--- config.mk ---
export PLATFORM = sky130hd
export DESIGN_NAME = calendar_counter_flat
export DESIGN_NICKNAME = d
export VERILOG_FILES = /design/src/rtl/calendar_counter_pkg.sv /design/src/rtl/calendar_counter_if.sv /design/src/rtl/calendar_counter_month_days.sv /design/src/rtl/calendar_counter.sv /design/src/flat_wrapper.sv
export SDC_FILE = /design/constraint.sdc
export NUM_CORES = 1
export LEC_CHECK = 0
export ABC_AREA = 1
export BUFFER_PORTS_ARGS = -buffer_cell sky130_fd_sc_hd__buf_2
export CORE_MARGIN = 5
export CORE_UTILIZATION = 53
export DETAILED_ROUTE_END_ITERATION = 8
export GPL_TIMING_DRIVEN = 0
export PLACE_DENSITY = 0.86
export SYNTH_ARGS = -nofsm -noshare
export SYNTH_HDL_FRONTEND = slang
export SYNTH_SLANG_ARGS = --single-unit
export TNS_END_PERCENT = 30
--- constraint.sdc ---
create_clock -name clk_1Hz -period 2.45 [get_ports clk_1Hz]
set_clock_uncertainty 0.05 [all_clocks]
set_input_delay 0 -clock clk_1Hz [delete_from_list [all_inputs] [get_ports clk_1Hz]]
set_output_delay 0 -clock clk_1Hz [all_outputs]
set_load 0.005 [all_outputs]
--- src/rtl/calendar_counter_pkg.sv ---
// Shared definitions for the calendar counter: field widths, range limits,
// month lengths, the packed date/time record and a load range checker.
package calendar_counter_pkg;

    localparam int unsigned HOURS_W = 5;
    localparam int unsigned MIN_W   = 6;
    localparam int unsigned SEC_W   = 6;
    localparam int unsigned YEAR_W  = 7;
    localparam int unsigned MONTH_W = 4;
    localparam int unsigned DAY_W   = 5;

    localparam int unsigned HOURS_MAX = 23;
    localparam int unsigned MIN_MAX   = 59;
    localparam int unsigned SEC_MAX   = 59;
    localparam int unsigned YEAR_MAX  = 99;
    localparam int unsigned MONTH_MAX = 12;

    localparam int unsigned DAYS_28 = 28;
    localparam int unsigned DAYS_29 = 29;
    localparam int unsigned DAYS_30 = 30;
    localparam int unsigned DAYS_31 = 31;

    // Complete clock/calendar state, one record so load and hold are single assignments.
    typedef struct packed {
        logic [HOURS_W-1:0] hours;
        logic [MIN_W-1:0]   minutes;
        logic [SEC_W-1:0]   seconds;
        logic [YEAR_W-1:0]  year;
        logic [MONTH_W-1:0] month;
        logic [DAY_W-1:0]   day;
    } cal_fields_t;

    // True when every field lies in its legal range; dim is the month length
    // computed for the candidate month/year.
    function automatic logic fields_valid(cal_fields_t f, logic [DAY_W-1:0] dim);
        logic ok;
        ok = (f.hours   <= HOURS_W'(HOURS_MAX)) &&
             (f.minutes <= MIN_W'(MIN_MAX))     &&
             (f.seconds <= SEC_W'(SEC_MAX))     &&
             (f.year    <= YEAR_W'(YEAR_MAX))   &&
             (f.month   >= MONTH_W'(1))         &&
             (f.month   <= MONTH_W'(MONTH_MAX)) &&
             (f.day     >= DAY_W'(1))           &&
             (f.day     <= dim);
        return ok;
    endfunction

endpackage

--- src/rtl/calendar_counter_if.sv ---
// Bus between the calendar counter and its user.
//   master: drives run/load/ld_*, observes time/date, load_ack/err, day_tick, leap
//   slave : the counter itself
interface calendar_counter_if
    import calendar_counter_pkg::*;
();
    logic               run;
    logic               load;
    logic [HOURS_W-1:0] ld_hours;
    logic [MIN_W-1:0]   ld_minutes;
    logic [SEC_W-1:0]   ld_seconds;
    logic [YEAR_W-1:0]  ld_year;
    logic [MONTH_W-1:0] ld_month;
    logic [DAY_W-1:0]   ld_day;

    logic [HOURS_W-1:0] hours;
    logic [MIN_W-1:0]   minutes;
    logic [SEC_W-1:0]   seconds;
    logic [YEAR_W-1:0]  year;
    logic [MONTH_W-1:0] month;
    logic [DAY_W-1:0]   day;
    logic               load_ack;
    logic               load_err;
    logic               day_tick;
    logic               leap;

    modport master (
        output run, load, ld_hours, ld_minutes, ld_seconds, ld_year, ld_month, ld_day,
        input  hours, minutes, seconds, year, month, day,
        input  load_ack, load_err, day_tick, leap
    );

    modport slave (
        input  run, load, ld_hours, ld_minutes, ld_seconds, ld_year, ld_month, ld_day,
        output hours, minutes, seconds, year, month, day,
        output load_ack, load_err, day_tick, leap
    );
endinterface

--- src/rtl/calendar_counter_month_days.sv ---
// Combinational month length lookup.
//   month, year : date being evaluated (year 0-99 = 2000-2099)
//   days        : number of days in that month
//   leap        : year is a leap year (every 4th year, 2000 included)
module month_days
    import calendar_counter_pkg::*;
(
    input  logic [MONTH_W-1:0] month,
    input  logic [YEAR_W-1:0]  year,
    output logic [DAY_W-1:0]   days,
    output logic               leap
);

    // Within 2000-2099 the century rules never apply, so divisibility by 4 suffices.
    always_comb begin
        leap = (year[1:0] == 2'd0);
        days = DAY_W'(DAYS_31);
        case (month)
            4'd4, 4'd6, 4'd9, 4'd11: days = DAY_W'(DAYS_30);
            4'd2:                    days = leap ? DAY_W'(DAYS_29) : DAY_W'(DAYS_28);
            default:                 days = DAY_W'(DAYS_31);
        endcase
    end

endmodule

--- src/rtl/calendar_counter.sv ---
// Real-time clock/calendar counting one second per clk_1Hz edge.
//   clk_1Hz : one rising edge per second
//   rst     : asynchronous active-high reset to 00:00:00 RST_YEAR-RST_MONTH-RST_DAY
//   bus     : run/load controls and ld_* values in; time, date, load_ack,
//             load_err, day_tick (registered pulses) and leap (combinational) out
module calendar_counter
    import calendar_counter_pkg::*;
#(
    parameter int unsigned RST_YEAR  = 24,
    parameter int unsigned RST_MONTH = 1,
    parameter int unsigned RST_DAY   = 1
) (
    input  logic                  clk_1Hz,
    input  logic                  rst,
    calendar_counter_if.slave     bus
);

    localparam cal_fields_t RST_FIELDS = '{
        hours:   '0,
        minutes: '0,
        seconds: '0,
        year:    YEAR_W'(RST_YEAR),
        month:   MONTH_W'(RST_MONTH),
        day:     DAY_W'(RST_DAY)
    };

    cal_fields_t        cur_q, cur_d;
    cal_fields_t        ld_f;
    logic               load_ack_q, load_ack_d;
    logic               load_err_q, load_err_d;
    logic               day_tick_q, day_tick_d;

    logic [DAY_W-1:0]   cur_days;
    logic               cur_leap;
    logic [DAY_W-1:0]   ld_days;
    logic               ld_leap_unused;
    logic               ld_valid;

    logic               sec_wrap, min_wrap, hr_wrap, day_wrap, mon_wrap, yr_wrap;

    // Month length of the running date (drives rollover) and of the load candidate.
    month_days u_cur_days (
        .month (cur_q.month),
        .year  (cur_q.year),
        .days  (cur_days),
        .leap  (cur_leap)
    );

    month_days u_ld_days (
        .month (bus.ld_month),
        .year  (bus.ld_year),
        .days  (ld_days),
        .leap  (ld_leap_unused)
    );

    // Load candidate record and its validity.
    always_comb begin
        ld_f = '{
            hours:   bus.ld_hours,
            minutes: bus.ld_minutes,
            seconds: bus.ld_seconds,
            year:    bus.ld_year,
            month:   bus.ld_month,
            day:     bus.ld_day
        };
        ld_valid = fields_valid(ld_f, ld_days);
    end

    // Carry chain: each wrap only matters when all lower fields wrap too.
    always_comb begin
        sec_wrap = (cur_q.seconds >= SEC_W'(SEC_MAX));
        min_wrap = sec_wrap && (cur_q.minutes >= MIN_W'(MIN_MAX));
        hr_wrap  = min_wrap && (cur_q.hours >= HOURS_W'(HOURS_MAX));
        day_wrap = hr_wrap  && (cur_q.day >= cur_days);
        mon_wrap = day_wrap && (cur_q.month >= MONTH_W'(MONTH_MAX));
        yr_wrap  = mon_wrap && (cur_q.year >= YEAR_W'(YEAR_MAX));
    end

    // Next state: load wins over run; a rejected load still suppresses the increment.
    always_comb begin
        cur_d      = cur_q;
        load_ack_d = 1'b0;
        load_err_d = 1'b0;
        day_tick_d = 1'b0;

        if (bus.load) begin
            if (ld_valid) begin
                cur_d      = ld_f;
                load_ack_d = 1'b1;
            end else begin
                load_err_d = 1'b1;
            end
        end else if (bus.run) begin
            cur_d.seconds = sec_wrap ? '0 : cur_q.seconds + SEC_W'(1);
            if (sec_wrap) begin
                cur_d.minutes = min_wrap ? '0 : cur_q.minutes + MIN_W'(1);
            end
            if (min_wrap) begin
                cur_d.hours = hr_wrap ? '0 : cur_q.hours + HOURS_W'(1);
            end
            if (hr_wrap) begin
                cur_d.day  = day_wrap ? DAY_W'(1) : cur_q.day + DAY_W'(1);
                day_tick_d = 1'b1;
            end
            if (day_wrap) begin
                cur_d.month = mon_wrap ? MONTH_W'(1) : cur_q.month + MONTH_W'(1);
            end
            if (mon_wrap) begin
                cur_d.year = yr_wrap ? '0 : cur_q.year + YEAR_W'(1);
            end
        end
    end

    // State and pulse registers.
    always_ff @(posedge clk_1Hz or posedge rst) begin
        if (rst) begin
            cur_q      <= RST_FIELDS;
            load_ack_q <= 1'b0;
            load_err_q <= 1'b0;
            day_tick_q <= 1'b0;
        end else begin
            cur_q      <= cur_d;
            load_ack_q <= load_ack_d;
            load_err_q <= load_err_d;
            day_tick_q <= day_tick_d;
        end
    end

    assign bus.hours    = cur_q.hours;
    assign bus.minutes  = cur_q.minutes;
    assign bus.seconds  = cur_q.seconds;
    assign bus.year     = cur_q.year;
    assign bus.month    = cur_q.month;
    assign bus.day      = cur_q.day;
    assign bus.load_ack = load_ack_q;
    assign bus.load_err = load_err_q;
    assign bus.day_tick = day_tick_q;
    assign bus.leap     = cur_leap;

endmodule
--- src/flat_wrapper.sv ---
// flat-port wrapper written by rule: the top's interface ports become plain ports
module calendar_counter_flat import calendar_counter_pkg::*;
#(
    parameter int unsigned RST_YEAR  = 24,
    parameter int unsigned RST_MONTH = 1,
    parameter int unsigned RST_DAY   = 1
)
  (clk_1Hz, rst, bus_run, bus_load, bus_ld_hours, bus_ld_minutes, bus_ld_seconds, bus_ld_year, bus_ld_month, bus_ld_day, bus_hours, bus_minutes, bus_seconds, bus_year, bus_month, bus_day, bus_load_ack, bus_load_err, bus_day_tick, bus_leap);
  calendar_counter_if bus_i ();
  input  logic clk_1Hz;
  input  logic rst;
  input wire logic [$bits(bus_i.run)-1:0] bus_run;
  input wire logic [$bits(bus_i.load)-1:0] bus_load;
  input wire logic [$bits(bus_i.ld_hours)-1:0] bus_ld_hours;
  input wire logic [$bits(bus_i.ld_minutes)-1:0] bus_ld_minutes;
  input wire logic [$bits(bus_i.ld_seconds)-1:0] bus_ld_seconds;
  input wire logic [$bits(bus_i.ld_year)-1:0] bus_ld_year;
  input wire logic [$bits(bus_i.ld_month)-1:0] bus_ld_month;
  input wire logic [$bits(bus_i.ld_day)-1:0] bus_ld_day;
  output wire logic [$bits(bus_i.hours)-1:0] bus_hours;
  output wire logic [$bits(bus_i.minutes)-1:0] bus_minutes;
  output wire logic [$bits(bus_i.seconds)-1:0] bus_seconds;
  output wire logic [$bits(bus_i.year)-1:0] bus_year;
  output wire logic [$bits(bus_i.month)-1:0] bus_month;
  output wire logic [$bits(bus_i.day)-1:0] bus_day;
  output wire logic [$bits(bus_i.load_ack)-1:0] bus_load_ack;
  output wire logic [$bits(bus_i.load_err)-1:0] bus_load_err;
  output wire logic [$bits(bus_i.day_tick)-1:0] bus_day_tick;
  output wire logic [$bits(bus_i.leap)-1:0] bus_leap;
  assign bus_i.run = bus_run;
  assign bus_i.load = bus_load;
  assign bus_i.ld_hours = bus_ld_hours;
  assign bus_i.ld_minutes = bus_ld_minutes;
  assign bus_i.ld_seconds = bus_ld_seconds;
  assign bus_i.ld_year = bus_ld_year;
  assign bus_i.ld_month = bus_ld_month;
  assign bus_i.ld_day = bus_ld_day;
  assign bus_hours = bus_i.hours;
  assign bus_minutes = bus_i.minutes;
  assign bus_seconds = bus_i.seconds;
  assign bus_year = bus_i.year;
  assign bus_month = bus_i.month;
  assign bus_day = bus_i.day;
  assign bus_load_ack = bus_i.load_ack;
  assign bus_load_err = bus_i.load_err;
  assign bus_day_tick = bus_i.day_tick;
  assign bus_leap = bus_i.leap;
  calendar_counter #(.RST_YEAR(RST_YEAR), .RST_MONTH(RST_MONTH), .RST_DAY(RST_DAY)) u_core (.clk_1Hz(clk_1Hz), .rst(rst), .bus(bus_i));
endmodule
## Word level (Yosys, flattened, before mapping)

Cells that the tools add are included.
W data, S select, Z words.

- Word-level logic and storage cells: 93
- Register bits: 36
- Latch bits: 0
- Memories: 0
- Input bits: 37
- RAM bits: 0
- Bits in read-only memories: 0

- Bitwise operators: 0
- Order comparisons: 14
- Reductions and logical operators: 28
- Divide/modulo/power cells: 0
- Multiplexer cells: 25
- Add/subtract/negate cells: 6
- Shift-type cells: 0
- Equal/unequal tests: 11
- $mul: 0

Operator list:

| operator | number |
|---|---|
| $mux W33 | 3 |
| $mux W5 | 4 |
| $mux W6 | 3 |
| $eq A4 B3 Y1 const B | 4 |
| $eq A4 B4 Y1 const B | 4 |
| $reduce_and A3 Y1 | 5 |
| $mux W7 | 2 |
| $add A6 B1 Y6 const B | 2 |
| $ge A6 B6 Y1 const B | 2 |
| $le A6 B6 Y1 const B | 2 |
| $logic_and A1 B1 Y1 | 12 |
| $reduce_bool A2 Y1 | 6 |
| $add A5 B1 Y5 const B | 2 |
| $mux W1 | 9 |
| $eq A4 B2 Y1 const B | 2 |
| $mux W4 | 2 |
| $pmux W2 S2 | 2 |
| $reduce_or A4 Y1 | 2 |
| $add A7 B1 Y7 const B | 1 |
| $ge A7 B7 Y1 const B | 1 |
| $le A7 B7 Y1 const B | 1 |
| $ge A5 B1 Y1 const B | 1 |
| $ge A5 B5 Y1 | 1 |
| $ge A5 B5 Y1 const B | 1 |
| 9 further kinds | 10 |

## Longest topological paths before layout

- Depth after elaboration: 11
- Depth in mapped cells: 16

## Hierarchy

From an unflattened synthesis, not the netlist that was laid out.

- Cell total of the unflattened synthesis: 438
- Area, all modules: 2916.5 um2

Modules (own cells, without submodules):

| module | seq. area each (um2) | cells each | times used | area each (um2) |
|---|---|---|---|---|
| calendar_counter | 905.9 | 408 | 1 | 2756.4 |
| month_days | 0.0 | 15 | 2 | 80.1 |

## Worst setup path after synthesis

OpenSTA, ideal clock, no wires.

- Path kind: reg-to-reg
- From: register u_core.cur_q (netlist bit u_core.bus.month[0])
- To: register u_core.cur_q (netlist bit u_core.bus.year[0])
- Arrival: 2083 ps
- Cell stages (with the launch flop): 15
- Setup slack: 201 ps
- Path buffers: 0
- Clock period less this slack: 2249 ps
- Cells stage by stage: dfstp_2 -> ha_1 -> o21ai_0 -> a21oi_1 -> a21oi_1 -> ha_1 -> inv_1 -> nand2_1 -> a21oi_1 -> nor2_1 -> nand4_1 -> nand2_1 -> nand2_1 -> nand2_1 -> nand2_1

- Longest elaborated chain between the ends: 11
- Elaborated cells between the ends (all ways): 18
- Classes of those cells: 2 x order compare; 5 x eq/ne; 5 x mux; 6 x reduce/logical

RTL lines:

| element | line | text |
|---|---|---|
| start: declaration | calendar_counter.sv:27 | `cal_fields_t cur_q, cur_d;` |
| start signal: assignment | calendar_counter.sv:122 | `cur_q <= cur_d;` |
| $eq A4 B3 Y1 / $eq A4 B4 Y1 (equally long branches) | calendar_counter_month_days.sv:18 | `case (month)` |
| $reduce_or A4 Y1 | calendar_counter_month_days.sv:18 |  |
| $pmux W2 S2 | calendar_counter_month_days.sv:18 |  |
| $ge A5 B5 Y1 | calendar_counter.sv:74 | `day_wrap = hr_wrap && (cur_q.day >= cur_days);` |
| $logic_and A1 B1 Y1 | calendar_counter.sv:74 |  |
| $logic_and A1 B1 Y1 (*) | calendar_counter.sv:75 | `mon_wrap = day_wrap && (cur_q.month >= MONTH_W'(MONTH_MAX));` |
| $logic_and A1 B1 Y1 | calendar_counter.sv:76 | `yr_wrap = mon_wrap && (cur_q.year >= YEAR_W'(YEAR_MAX));` |
| $mux W7 | calendar_counter.sv:109 | `cur_d.year = yr_wrap ? '0 : cur_q.year + YEAR_W'(1);` |
| $mux W7 | calendar_counter.sv:108 | `if (mon_wrap) begin` |
| $mux W33 | calendar_counter.sv:93 | `end else if (bus.run) begin` |
| $mux W33 | calendar_counter.sv:86 | `if (bus.load) begin` |

Mark *: on every way between the ends. The rest lies on a longest branch, timed or not. The select of a mux whose other input is x is not followed.
A chain may end at the register's enable or synchronous reset.

## Worst setup path after layout

Ends and elaborated chain as after synthesis.

==> flow_results.org <==
** Final layout
- In the final layout, the share of cells above drive strength 1 is 0.242.
- Final layout net count :: 588
- The finished layout holds 608 standard cells, fillers aside.
- The finished cells cover between 3000 and 4000 um^2.
- The repair_antennas step left the layout with diodes totalling 0.
- The area growth from synthesis to layout is 33.3%.

** Clocking
- The clock reaches the later pin of the worst-skew pair after 0.31 ns.
- Number of sinks driven by the clock tree :: 36
- The tree is rooted in a clkbuf_8.
- TritonCTS built the clock tree.
- Register clock-pin slew on the reported worst setup and hold paths :: 0.09 ns
- The clock tree synthesis step divided the H-tree into 2 levels.
- In this run the deepest clock path goes through 2 buffers.
- Number of CTS-inserted buffers :: 5

** Power
- Power comes to 2.35 mW.
- Peak ir drop on the vdd network :: 417 uV
- In this run the power density over the cells is 638 nW/um^2.
- Summed over all cells, the static leakage comes to ~2.1 nW.

** Drt
- After detailed routing, the number of remaining DRC violations is 0.
- Total number of vias :: between 3,000 and 4,000
- Using the TritonRoute via totals, the vias-per-cell ratio works out to 5.25.
- Dividing the detail-routed wire length by the instance count gives between 10 and 15 um.
- The first TritonRoute pass finished after 5 iterations.
- Count of antenna-violating nets left after detailed routing :: 0
- First-iteration detailed-routing DRC count :: 213
- Routed wire length :: 8.30 mm

** Die
- In this run the core area contains 26 standard-cell rows.
- For this configuration, the core starts out at a cell density of 0.544.
- The die covers between 6000 and 7000 um^2.
- Die Span X :: 82.2 um
- Die Span Y :: about 82 um
- Pin placement for this block handled 74 I/O pins.
- Core area :: 5070 um^2

** Worst setup path
- Number of cells on the worst reg-to-reg path :: 16
- Data arrival at the endpoint of the critical path :: roughly 2.6 ns
- Worst reg2reg endpoint :: u_core.bus.year[0]
- Critical path required time :: 2.65 ns
- The critical path is of the reg -> reg type.
- Startpoint kind of the worst setup timing path :: flip-flop
- Reg2Reg Setup Slack :: 0.02 ns
- Worst setup EP type :: flip-flop
- Crit-path max FO :: 7
- Worst R2R Start :: u_core.bus.month[0]

** Yosys
- After synthesis the netlist holds a flip-flop and latch count of 36.
- Post-synthesis sequential area ratio :: 0.328
- Number of distinct library cell variants in the gate-level netlist after synthesis :: 26
- Library cell with the highest instance count after synthesis :: nand2_1
- Yosys synthesis warning count :: 0
- For this run, the leading register cell type out of synthesis is dfrtp_1.
- Post-synthesis cell area :: about 2800 um^2
- For this run, asynchronously set or reset flops after synthesis account for 1.00.
- By area the synthesized netlist is led by dfrtp_1, nand2_1, nand3_1, ha_1, inv_1.
- The synthesized design spends more area on one cell type than any other, namely dfrtp_1.
- Syn avg cell area :: 6.39 um^2
- The synthesized design contains 0 enable-type register cells.
- In the synthesized netlist, the cells that appear most often are nand2_1, inv_1, nand3_1, nor2_1, dfrtp_1.
- Portion of synthesized cell area occupied by the leading cell type :: 0.290
- Counting every net in the synthesized netlist gives 483.
- Synthesis produced a netlist whose cell count is 432.

** Outcome
- Status :: completed

** Placement
- I/O Buffers :: 72
- Placed wire-length estimate after detailed placement :: ~5.6 mm
- Final weighted congestion in routability-driven placement :: 0.914
- Post-place instance area :: 3210 um^2
- Including well taps, the total number of placed cells is around 570.

** STA
- Endpoints failing setup :: 0
- Fin crit period :: 2.43 ns
- The worst pin sits at a relative slew slack of 0.483.
- Setup repair after global routing could not meet its margin everywhere.
- Derived from the worst setup path, the maximum achievable clock frequency is 0.411 GHz.
- Max-slew violations :: 0
- Least-Margin Pin Slew :: 0.774 ns
- In the finished design, the share of the clock period the worst path needs comes to 0.993.
- The count of final hold-check violations is 0.

** Global route
- The first global-routing pass estimated between 10 and 15 mm of wire.
- Antenna violations before repair :: 0
- Pin count of the biggest net entering global routing :: 37
- Via count of the first global-routing pass :: ~3,000
- In the global route stage, overall resource usage came out at 0.245.
- Global routing finished with a remaining overflow of 0.

** Min path
- Hold Path End :: u_core.bus.hours[0]
- The startpoint identified for the worst hold timing path is bus_ld_hours[0].
- The worst hold path was traced through 5 stages.
- HP Class :: in -> reg

** Run
- Max-cap violations in this run came to 0.
[registers in the layout, indices dropped and copies added, names as in the netlist]
| register | flops |
|---|---|
| u_core.bus.month | 4 |
| u_core.bus.hours | 5 |
| u_core.bus.load_err | 1 |
| u_core.bus.minutes | 6 |
| u_core.bus.year | 7 |
| u_core.bus.day | 5 |
| u_core.bus.load_ack | 1 |
| u_core.bus.day_tick | 1 |
| u_core.bus.seconds | 6 |
[metrics by stage]
step	worst slack (ns)	util	TNS, ns	hold WS (ns)
2_1_floorplan	0.201	-	0	0.103
3_3_place_gp	-0.105	0.632	-0.743	0.257
3_5_place_dp	-0.170	0.632	-1.33	0.145
4_1_cts	0.00754	0.703	0	0.00683
5_1_grt	-0.137	0.726	-1.25	0.0382
6_report	0.0172	0.726	0	0.00868
[critical path, cell delays in order, from the launching register on]
cell and delay [ns]:
dfstp_2 0.64, inv_4 0.07, ha_4 0.17, o21ai_2 0.14, a21oi_2 0.07, a21oi_2 0.10
ha_1 0.23, inv_1 0.05, nand2_1 0.05, a21oi_2 0.18, nor2_4 0.07, nand4_1 0.11
buf_6 0.15, nand2_2 0.08, nand2_2 0.08, nand2_2 0.06, nand2_1 0.07
[timing repair]
item / CTS / global route
pin swaps: 7 / 15
hold buffers: 22 / 0
resized for setup: 9 / 30
buffers inserted: 2 / 2
endpoints found under the setup margin: 14 / 33
endpoints found under the hold margin: 53 / 0
[routing by layer]
layer,vias up,GRT usage,part of all wire
met1,1441,0.301,0.40
met4,0,0.0781,0.028
met5,-,0,0
met3,32,0.0477,0.085
li1,1554,-,-
met2,165,0.428,0.49
[power breakdown]
| part | switching (mW) | internal, mW | leakage, nW |
|---|---|---|---|
| combinational | 0.524 | 0.438 | 1.60 |
| sequential | 0.209 | 0.742 | 0.450 |
| clock | 0.237 | 0.198 | 0.0479 |
[layout by cell type, fill, tap and decap left out, types with 3 or more instances in the layout]
cell,n
nand2_1,185
buf_2,76
inv_1,41
nor2_1,36
nand3_1,36
dfrtp_1,31
dlygate4sd3_1,22
o21ai_0,14
xor2_1,10
ha_1,10
nand2_2,9
a21oi_2,5
clkbuf_8,5
nand4_1,4
a21oi_1,4
clkbuf_1,4
buf_4,4
xnor2_1,4
nand2_4,4
ha_4,4
dfstp_2,4
o21ai_1,3
o21ai_2,3
[how the worst max path moves through the flow]
stage | from | to
global route | u_core.bus.month[0] | u_core.bus.year[0]
floorplan | u_core.bus.month[0] | u_core.bus.year[0]
finish | u_core.bus.month[0] | u_core.bus.year[0]
CTS | u_core.bus.month[0] | u_core.bus.month[3]
detailed placement | u_core.bus.month[0] | u_core.bus.year[1]
global placement | u_core.bus.month[0] | u_core.bus.year[6]
[cells by family after synthesis]
kind of cell / Yosys count / synth area share
simple gates: 284 / 0.430
xor+xnor: 14 / 0.0444
buf+inv: 53 / 0.0752
flops: 36 / 0.328
compound gates: 31 / 0.0589
fa+ha+maj: 14 / 0.0634
[final cells by class]
| class | count | area (um^2) |
|---|---|---|
| Inverter | 44 | 168 |
| Timing Repair Buffer | 98 | 614 |
| Clock buffer | 5 | 68.8 |
| Fill cell | 400 | 1390 |
| Sequential cell | 36 | 907 |
| Tap cell | 70 | 87.6 |
| Clock inverter | 3 | 18.8 |
| Buffer | 9 | 42.5 |
| Multi-Input combinational cell | 343 | 1780 |
No activity file was read; power rests on OpenSTA's default activity.
